===== src/rtl/alu_pkg.sv =====
// Shared ALU definitions: operand widths, operation codes and flag bit positions.
// Every block that drives or decodes the shared ALU imports this package.
package alu_pkg;

    localparam int DATA_W = 32;
    localparam int OP_W   = 4;
    localparam int FLAG_W = 4;

    typedef enum logic [OP_W-1:0] {
        ALU_ADD = 4'b0000,
        ALU_SUB = 4'b0001,
        ALU_AND = 4'b0010,
        ALU_OR  = 4'b0011,
        ALU_XOR = 4'b0100,
        ALU_SLT = 4'b0101
    } alu_op_e;

    // Bit positions inside alu_flags / rsp_flags
    localparam int FLAG_ZERO  = 0;
    localparam int FLAG_NEG   = 1;
    localparam int FLAG_CARRY = 2;
    localparam int FLAG_OVF   = 3;

    typedef struct packed {
        logic              port;
        logic [OP_W-1:0]   op;
        logic [DATA_W-1:0] a;
        logic [DATA_W-1:0] b;
    } alu_req_t;

endpackage


===== src/rtl/rr_arbiter2.sv =====
// Two-way request arbiter with a last-grant pointer; round-robin or fixed port-0 priority.
// Grants are purely combinational; the pointer only moves on an accepted transfer.
module rr_arbiter2
    import alu_pkg::*;
#(
    parameter bit FIXED_PRIO = 1'b0
) (
    input  logic       clk_i,
    input  logic       rst_ni,
    input  logic [1:0] req_i,
    input  logic       kill_i,
    output logic [1:0] gnt_o
);

    logic last_q;
    logic last_d;

    always_comb begin
        gnt_o  = 2'b00;
        if (rst_ni && !kill_i) begin
            unique case (req_i)
                2'b01:   gnt_o = 2'b01;
                2'b10:   gnt_o = 2'b10;
                // Contention: port 0 wins unless it was the one served last
                2'b11:   gnt_o = (FIXED_PRIO || last_q) ? 2'b01 : 2'b10;
                default: gnt_o = 2'b00;
            endcase
        end
        last_d = (gnt_o != 2'b00) ? gnt_o[1] : last_q;
    end

    always_ff @(posedge clk_i or negedge rst_ni) begin
        if (!rst_ni) begin
            last_q <= 1'b1;
        end else begin
            last_q <= last_d;
        end
    end

endmodule


===== src/rtl/alu_arbiter.sv =====
// Shares one external combinational ALU between two requesters through a two-stage pipeline:
// stage 1 holds the granted operands driving the ALU, stage 2 registers the ALU result.
module alu_arbiter
    import alu_pkg::*;
#(
    parameter bit FIXED_PRIO = 1'b0
) (
    input  logic              clk,
    input  logic              rst_n,
    input  logic [1:0]        req_valid,
    output logic [1:0]        req_ready,
    input  logic [DATA_W-1:0] req0_a,
    input  logic [DATA_W-1:0] req0_b,
    input  logic [DATA_W-1:0] req1_a,
    input  logic [DATA_W-1:0] req1_b,
    input  logic [OP_W-1:0]   req0_op,
    input  logic [OP_W-1:0]   req1_op,
    input  logic              flush,
    output logic [DATA_W-1:0] alu_a,
    output logic [DATA_W-1:0] alu_b,
    output logic [OP_W-1:0]   alu_control,
    input  logic [DATA_W-1:0] alu_result,
    input  logic [FLAG_W-1:0] alu_flags,
    output logic [1:0]        rsp_valid,
    output logic [DATA_W-1:0] rsp_result,
    output logic [FLAG_W-1:0] rsp_flags,
    output logic              busy
);

    logic [1:0]        gnt;
    alu_req_t          req_sel;
    alu_req_t          req_p1_q;
    logic              vld_p1_q;
    logic              vld_p2_q;
    logic              port_p2_q;
    logic [DATA_W-1:0] result_p2_q;
    logic [FLAG_W-1:0] flags_p2_q;

    rr_arbiter2 #(
        .FIXED_PRIO(FIXED_PRIO)
    ) u_arb (
        .clk_i (clk),
        .rst_ni(rst_n),
        .req_i (req_valid),
        .kill_i(flush),
        .gnt_o (gnt)
    );

    assign req_ready = gnt;

    always_comb begin
        req_sel.port = gnt[1];
        req_sel.op   = gnt[1] ? req1_op : req0_op;
        req_sel.a    = gnt[1] ? req1_a  : req0_a;
        req_sel.b    = gnt[1] ? req1_b  : req0_b;
    end

    // Stage 1: accepted request, drives the shared ALU
    always_ff @(posedge clk or negedge rst_n) begin
        if (!rst_n) begin
            vld_p1_q <= 1'b0;
        end else begin
            vld_p1_q <= (|gnt) && !flush;
        end
    end

    always_ff @(posedge clk) begin
        if (|gnt) begin
            req_p1_q <= req_sel;
        end
    end

    assign alu_a       = vld_p1_q ? req_p1_q.a  : '0;
    assign alu_b       = vld_p1_q ? req_p1_q.b  : '0;
    assign alu_control = vld_p1_q ? req_p1_q.op : '0;

    // Stage 2: registered ALU output; payload only moves on a live op so it holds otherwise
    always_ff @(posedge clk or negedge rst_n) begin
        if (!rst_n) begin
            vld_p2_q    <= 1'b0;
            result_p2_q <= '0;
            flags_p2_q  <= '0;
        end else begin
            vld_p2_q <= vld_p1_q && !flush;
            if (vld_p1_q && !flush) begin
                result_p2_q <= alu_result;
                flags_p2_q  <= alu_flags;
            end
        end
    end

    always_ff @(posedge clk) begin
        if (vld_p1_q) begin
            port_p2_q <= req_p1_q.port;
        end
    end

    assign rsp_valid  = vld_p2_q ? (port_p2_q ? 2'b10 : 2'b01) : 2'b00;
    assign rsp_result = result_p2_q;
    assign rsp_flags  = flags_p2_q;
    assign busy       = vld_p1_q | vld_p2_q;

endmodule

===== config.mk =====
export PLATFORM = sky130hd
export DESIGN_NAME = alu_arbiter
export DESIGN_NICKNAME = d
export VERILOG_FILES = /design/src/rtl/alu_pkg.sv /design/src/rtl/rr_arbiter2.sv /design/src/rtl/alu_arbiter.sv
export SDC_FILE = /design/constraint.sdc
export NUM_CORES = 1
export LEC_CHECK = 0
export CELL_PAD_IN_SITES_DETAIL_PLACEMENT = 1
export CELL_PAD_IN_SITES_GLOBAL_PLACEMENT = 1
export CORE_ASPECT_RATIO = 1.5
export CORE_MARGIN = 2
export CORE_UTILIZATION = 32
export DETAILED_ROUTE_END_ITERATION = 12
export GPL_ROUTABILITY_DRIVEN = 1
export PLACE_DENSITY = 0.9
export SYNTH_ARGS = -nofsm -noshare
export SYNTH_HDL_FRONTEND = slang
export SYNTH_HIERARCHICAL = 1
export SYNTH_SLANG_ARGS = --single-unit

===== constraint.sdc =====
create_clock -name clk -period 4.5 [get_ports clk]
set_input_delay 0.675 -clock clk [delete_from_list [all_inputs] [get_ports clk]]
set_output_delay 0.675 -clock clk [all_outputs]
set_load 0.05 [all_outputs]

==> Yosys cells after proc, flatten, opt, wreduce, memory -nomap -nowiden <==
Index checks and enable logic that the tools add are counted.
{ "totals": {"elab_cells": 31, "ff_bits": 109, "out_inout_bits": 109} }
{ "op_classes": {"eq_ne": 3, "n_mux": 11, "n_reduce_logical": 6, "bitwise": 1} }
{ "op_table": {"columns": ["op", "n"], "rows": [
  ["$mux W32", 4],
  ["$mux W2", 4],
  ["$mux W4", 2],
  ["$pmux W2 S3", 1],
  ["$eq A2 B2 Y1 const B", 2],
  ["$logic_and A1 B1 Y1", 3],
  ["$eq A2 B1 Y1 const B", 1],
  ["$reduce_bool A2 Y1", 1],
  ["$reduce_or A2 Y1", 1],
  ["$logic_not A1 Y1", 1],
  ["$or A1 B1 Y1", 1]
]} }

==> Logic depth before layout (Yosys ltp) <==
Gate-level depths: netlist (run 1).
{ "logic_depth": {"depth_word": 5, "mapped_depth": 6} }

==> Modules after synthesis <==
The synthesis (run 1) kept the hierarchy.
{ "by_module_without_submodules": {"columns": ["module", "seq_area_each_um2", "area_each_um2", "n_inst", "cells_each"], "rows": [
  ["alu_arbiter", 3052.9, 4956.0, 1, 305],
  ["rr_arbiter2", 26.3, 70.1, 1, 8]
]} }

==> Worst setup path before layout (run 1) <==
OpenSTA, ideal clock, no wires.
{ "synth_timing": {"path_kind": "in2reg", "start": "input flush", "end": "register req_p1_q[0] in the netlist's numbering, enable pin", "setup_ns": 0.432, "required_time_ns": 4.068, "n_path_buf": 2, "t_arrival_ns": 3.746, "setup_slack_ns": 0.323, "stages": 5, "path_cell_list": "nand3b_1 > a21oi_1 > buf_2 > buf_2 > or2_1"} }
{ "synth_between": {"elab_chain_cells": 4} }
{ "synth_rtl": {"columns": ["element", "line", "rtl"], "rows": [
  ["from (decl)", "alu_arbiter.sv:18", "input logic flush,"],
  ["$logic_not A1 Y1", "rr_arbiter2.sv:20", "if (rst_ni && !kill_i) begin"],
  ["$logic_and A1 B1 Y1", "rr_arbiter2.sv:20", null],
  ["$mux W2", "rr_arbiter2.sv:20", null],
  ["via req_ready[1]", "alu_arbiter.sv:11", "output logic [1:0] req_ready,"],
  ["$reduce_or A2 Y1", "alu_arbiter.sv:68", "if (|gnt) begin"],
  ["to (signal assigned)", "alu_arbiter.sv:69", "req_p1_q <= req_sel;"],
  ["to (decl)", "alu_arbiter.sv:32", "alu_req_t req_p1_q;"]
]} }
The timed path passes the listed nets, and every way through them passes these cells.
A chain may end at the register's enable or synchronous reset.

==> Worst setup path after layout (run 1) <==
{ "layout_timing": {"start": "input flush", "end": "output req_ready[0]"} }
{ "layout_between": {"elab_chain_cells": 3} }
{ "layout_rtl": {"columns": ["element", "line"], "rows": [
  ["$logic_not A1 Y1", "rr_arbiter2.sv:20"],
  ["$logic_and A1 B1 Y1", "rr_arbiter2.sv:20"],
  ["$mux W2", "rr_arbiter2.sv:20"],
  ["to (decl)", "alu_arbiter.sv:11"]
]} }
No other way between the ends.

==> results.md, run 1 <==
* Worst setup margin at 1340 ps
* Reg-to-Reg Start: vld_p1_q
* Die width at 106 um
* Cell repeated most along the worst path: clkdlybuf4s50_1
* Kind of critical path: in2out
* Row cnt at 56
* Avg WL per Cell at 19.8 um
* Worst Tran Pin Value at 1070 ps
* CTS tree: built
* Max-slew headroom at 0.286
* Critical path buffer and inverter count at 2
* Syn. warnings at 6
* Yosys top cell by area: edfxtp_1
* Fill count at 1554
* Distinct cells, synth at 18
* Post-Syn Area at 0.00503 mm2
* Critical path required time at 3830 ps
* TritonRoute pass-1 iters at 4
* Via count at 3671
* IO Count at 286
* Gpl congestion at 0.752
* H-tree levels at 3
* Startpoint type of the worst setup path: input pin
* Critical Path Source: flush
* PD cells at 387 mW/mm2
* Num Clock Sinks at 109
* Synth Instances at 313
* DRC violations left at 0
* Remaining Overflow, GRT at 0
* Status: completed
* Post-CTS setup buffers at 0
* Syn_nets at 490
* Unrepaired setup endpoints after global routing: no
* Crit path max-delay family: buffers and inverters
* Fmax at 316 MHz
* Placeable Area at 0.0155 mm2
* Largest net degree at the start of global routing at 72
* Final critical-path required period at 3160 ps
* Share of the synthesized area in the top cell type at 0.418
* Synth-to-layout area growth at 65.3%
* Syn avg cell area at 16.1 um2
* Setup Viol. Count Final at 0
* Setup_tns at 0 ps
* Multi-input logic area at 0.00180 mm2
* Layout cell share with drive strength beyond 1 at 0.214
* Period utilization at 0.703
* Drt first-iter violations at 93
* Initial Util at 0.325
* Seq/Total Area, Yosys at 0.613
* First-pass GRT wire length at 23300 um
* Worst-Skew Late Latency at 340 ps
* Crit path cell chain: clkdlybuf4s50_1, nand3b_1, a21oi_1, clkdlybuf4s50_1
* Final Skew at 9.81 ps
* Antenna diode count at 0
* Die area at 0.0167 mm2
* Hold Vio Cnt, Final at 0
* Worst hold-check path type: in2async
* Post-Route WL at 15800 um
* Initial antenna violation count at 0
* Slew Limit Fails at 0
* Max clock buf depth at 2
* Max FO, Critical Path at 5
* # resized after CTS at 0
* CP Capture Type: output pin
* Hpwl dp at 12100 um
* Vias in the first global route at 4082
* Ranking of synthesized cells by area: edfxtp_1, dfrtp_1, mux2_2
* Register Area at 0.00308 mm2
* Hold_buf cts at 0
* MaxCap Viol Count at 0
* Crit-path slowest cell: clkdlybuf4s50_1
* Worst-path clk slew at 70 ps
* Total CTS buffers at 9
* Register bit count reported by yosys at 109
* Leakage at 0.00307 uW
* Nets at 770
* Antenna-violating nets left at 0
* Die span in y at 157 um
* I/O Buffers at 285
* All-Layer GR Usage at 0.186
* Dpl ws at 1340 ps
* Max incr delay on CP at 900 ps
* Worst VDD drop at 307 uV
* CTS root buf: clkbuf_16
* Vias per cell at 4.58
* Arr. time, crit path at 2490 ps
==> sequential cells by signal, indices dropped and copies added (netlist names) <==
name and flops:
u_arb/last_q 1, req_p1_q 69, rsp_flags 4, vld_p1_q 1
rsp_result 32, port_p2_q 1, vld_p2_q 1
==> per-layer routing <==
layer / GRT usage / up-vias / part of all wire
met2: 0.365 / 162 / 0.57
li1: - / 1672 / -
met5: 0 / - / 0
met4: 0.0683 / 0 / 0.027
met3: 0.0489 / 26 / 0.068
met1: 0.184 / 1811 / 0.33
==> synthesized netlist by cell type, drive strengths merged <==
library cell and count:
a21oi 3, dfrtp 38, nor2b 3, dfstp 1, and4b 1, edfxtp 70, and2 69, mux2 104
or2 2, nand3b 2, buf 12, clkbuf 7, inv 1
==> stage by stage <==
| stage | total power (uW) | utilization | hold slack [ps] | cells | instance area, um2 |
|---|---|---|---|---|---|
| 3_5_place_dp | 2440 | 0.517 | 406 | 785 | 8010 |
| 2_1_floorplan | 1960 | - | 379 | 313 | 5030 |
| 6_report | 3220 | 0.537 | 157 | 801 | 8310 |
| 4_1_cts | 3260 | 0.537 | 143 | 801 | 8310 |
| 3_3_place_gp | 2400 | 0.517 | 401 | 785 | 8010 |
| 5_1_grt | 3330 | 0.537 | 144 | 801 | 8310 |
==> layout by cell type (no fill, tap or decap), drive strengths merged <==
cell and count:
nand3b 2, dfrtp 38, clkinv 3, inv 3
buf 4, clkdlybuf4s50 284, edfxtp 70, or2 2
a21oi 3, and4b 1, bufinv 1, mux2 104
nor2b 3, and2 69, clkbuf 10, dfstp 1
==> kinds of logic (layout without fill, tap and decap cells) <==
| logic type | after synthesis | after routing | share of synthesized area |
|---|---|---|---|
| flops | 109 | 109 | 0.613 |
| mux | 104 | 104 | 0.255 |
| simple gates | 77 | 77 | 0.0986 |
| buf+inv | 20 | 305 | 0.0311 |
| compound gates | 3 | 3 | 0.00299 |
==> final timing paths <==
kind / to / slack (ps) / cells after the start
worst min-delay path: vld_p1_q / 160 / 1
min in group clk: port_p2_q / 420 / 0
worst max-delay path: req_ready[0] / 1340 / 4
worst max register to register: rsp_result[14] / 1690 / 3
worst min register to register: port_p2_q / 420 / 0
max in group asynchronous: rsp_result[6] / 3660 / 2
==> power breakdown <==
| part | switching [uW] | total [uW] | internal, uW |
|---|---|---|---|
| clock | 367 | 804 | 437 |
| sequential | 81.4 | 1300 | 1220 |
| combinational | 615 | 1110 | 496 |
| total | 1060 | 3220 | 2150 |
==> cell type report <==
class                           instances  area share
Clock buffer                           10      0.0276
Sequential cell                       109       0.371
Inverter                                1    0.000452
Tap cell                              203      0.0306
Clock inverter                          6     0.00828
Timing Repair Buffer                  288       0.345
Multi-Input combinational cell        184       0.217
Power figures use the tool's default switching activity.
==> inputs of run 2 (changes only) <==
- CORE_UTILIZATION: 32 -> 30
- PLACE_DENSITY: 0.9 -> 0.86
- clock period: 4.5 -> 3.2 ns (I/O delays scaled with it)
==> results.md, run 2 (synthesized netlist as in run 1, its figures left out) <==
* Synth-to-layout area growth at 66.9%
* Via count at 3605
* # resized after CTS at 0
* Die span in y at 163 um
* PD cells at 540 mW/mm2
* Num Clock Sinks at 109
* MaxCap Viol Count at 0
* Unrepaired setup endpoints after global routing: no
* Crit-path slowest cell: clkdlybuf4s50_1
* Most frequent cells in the layout: clkdlybuf4s50_1, mux2_2, edfxtp_1
* Max clock buf depth at 2
* Area after DPL at 0.00809 mm2
* Reg-to-Reg Start: vld_p1_q
* Antenna diode count at 0
* Period utilization at 0.846
* Sw Pwr at 1490 uW
* Post-layout instance count excluding filler cells at 814
* Final critical-path required period at 2710 ps
* Gpl congestion at 0.761
* Startpoint type of the worst setup path: input pin
* Worst Tran Pin Value at 575 ps
* Net Sw Frac at 0.329
* Setup_tns at 0 ps
* CTS tree: built
* Total CTS buffers at 9
* I/O Buffers at 285
* Critical Path Source: flush
* Die width at 110 um
* Antenna-violating nets left at 0
* Flop pwr share at 0.402
* Post-CTS setup buffers at 0
* Die area at 0.0178 mm2
* Kind of critical path: in2out
* Internal at 3040 uW
* Layout cell share with drive strength beyond 1 at 0.224
* Row cnt at 58
* Worst-path clk slew at 80 ps
* Post-Route WL at 15600 um
* Max-slew headroom at 0.616
* Worst hold-check path type: in2async
* Largest register FFs at 69
* All-Layer GR Usage at 0.172
* H-tree levels at 3
* Nets at 776
* Worst-Skew Late Latency at 340 ps
* Max incr delay on CP at 850 ps
* Largest net degree at the start of global routing at 42
* Worst VDD drop at 401 uV
* Critical path required time at 2720 ps
* Hpwl dp at 12300 um
* Most common cell after layout, fill and taps aside: clkdlybuf4s50_1
* DRC violations left at 0
* Drt first-iter violations at 124
* Arr. time, crit path at 2230 ps
* CTS root buf: clkbuf_16
* Remaining Overflow, GRT at 0
* Vias per cell at 4.43
* Hold Vio Cnt, Final at 0
* Slew Limit Fails at 0
* Reg2reg setup slack at 1140 ps
* Gate power share at 0.348
* Status: completed
* Max FO, Critical Path at 5
* Fmax at 370 MHz
* Design Area, Final at 0.00839 mm2
* First-pass GRT wire length at 23100 um
* Placeable Area at 0.0166 mm2
* Clock share of power at 0.251
* IO Count at 286
* Crit path cell chain: clkdlybuf4s50_1, nand3b_1, a21oi_1, clkdlybuf4s50_1
* Avg WL per Cell at 19.2 um
* Hold_buf cts at 0
* Most flops, register: req_p1_q
* Post-Route Utilization at 0.505
* Initial antenna violation count at 0
* Leakage at 0.00311 uW
* TritonRoute pass-1 iters at 4
* Post-Place Cells at 798
* Setup Viol. Count Final at 0
* Final Skew at 8.68 ps
* Cell repeated most along the worst path: clkdlybuf4s50_1
* Initial Util at 0.302
* CP Capture Type: output pin
* Vias in the first global route at 4162
run 2: changes by cell type in the layout (fill, tap and decap cells not counted):
| cell | delta |
|---|---|
| buf_4 | +5 |
| buf_12 | +2 |
| clkdlybuf4s50_1 | -1 |
| clkinv_4 | -1 |
| clkinvlp_4 | +1 |
| inv_6 | -1 |
| inv_8 | +1 |
run 2: metrics by stage:
stage,setup WS (ps),power [uW],hold WS (ps)
6_report,494,4530,239
3_5_place_dp,503,3440,407
3_3_place_gp,524,3390,405
5_1_grt,403,4710,278
2_1_floorplan,242,2750,184
4_1_cts,486,4600,245
run 2: metal layers:
layer  vias up  GRT usage  wire (um)
met3        23     0.0464       1020
li1       1683          -          -
met1      1737      0.166       5160
met2       162      0.341       9050
met5         -          0          0
met4         0     0.0552        385
run 2: worst max-delay path, delay by kind of cell:
| kind | cells | cell delay (ps) |
|---|---|---|
| buf+inv | 2 | 1350 |
| compound gates | 1 | 200 |
| simple gates | 1 | 200 |
run 2: worst paths after layout:
| check | end | depth (start not counted) |
|---|---|---|
| setup / recovery | req_ready[0] | 4 |
| hold / removal | rsp_result[22] | 2 |
| setup reg to reg | rsp_result[12] | 4 |
| hold reg to reg | port_p2_q | 0 |
| max in group asynchronous | vld_p1_q | 2 |
| min in group clk | port_p2_q | 0 |
run 2: area by class of cell:
class                      instances  area, um2
clock buffer                      10        229
clock inverter                     6       70.1
fill                            1654       8230
inverter                           1       3.75
multi-input combinational        184       1800
sequential                       109       3080
tap                              210        263
timing repair buffer             294       2940
run 2: power groups by stage:
| stage | Combinational, uW | Sequential, uW | Clock (uW) |
|---|---|---|---|
| after floorplan | 431 | 2320 | 0 |
| after global placement | 1560 | 1830 | 0 |
| after detailed placement | 1590 | 1850 | 0 |
| after CTS | 1590 | 1820 | 1180 |
| after global routing | 1640 | 1840 | 1230 |
| final | 1570 | 1820 | 1130 |
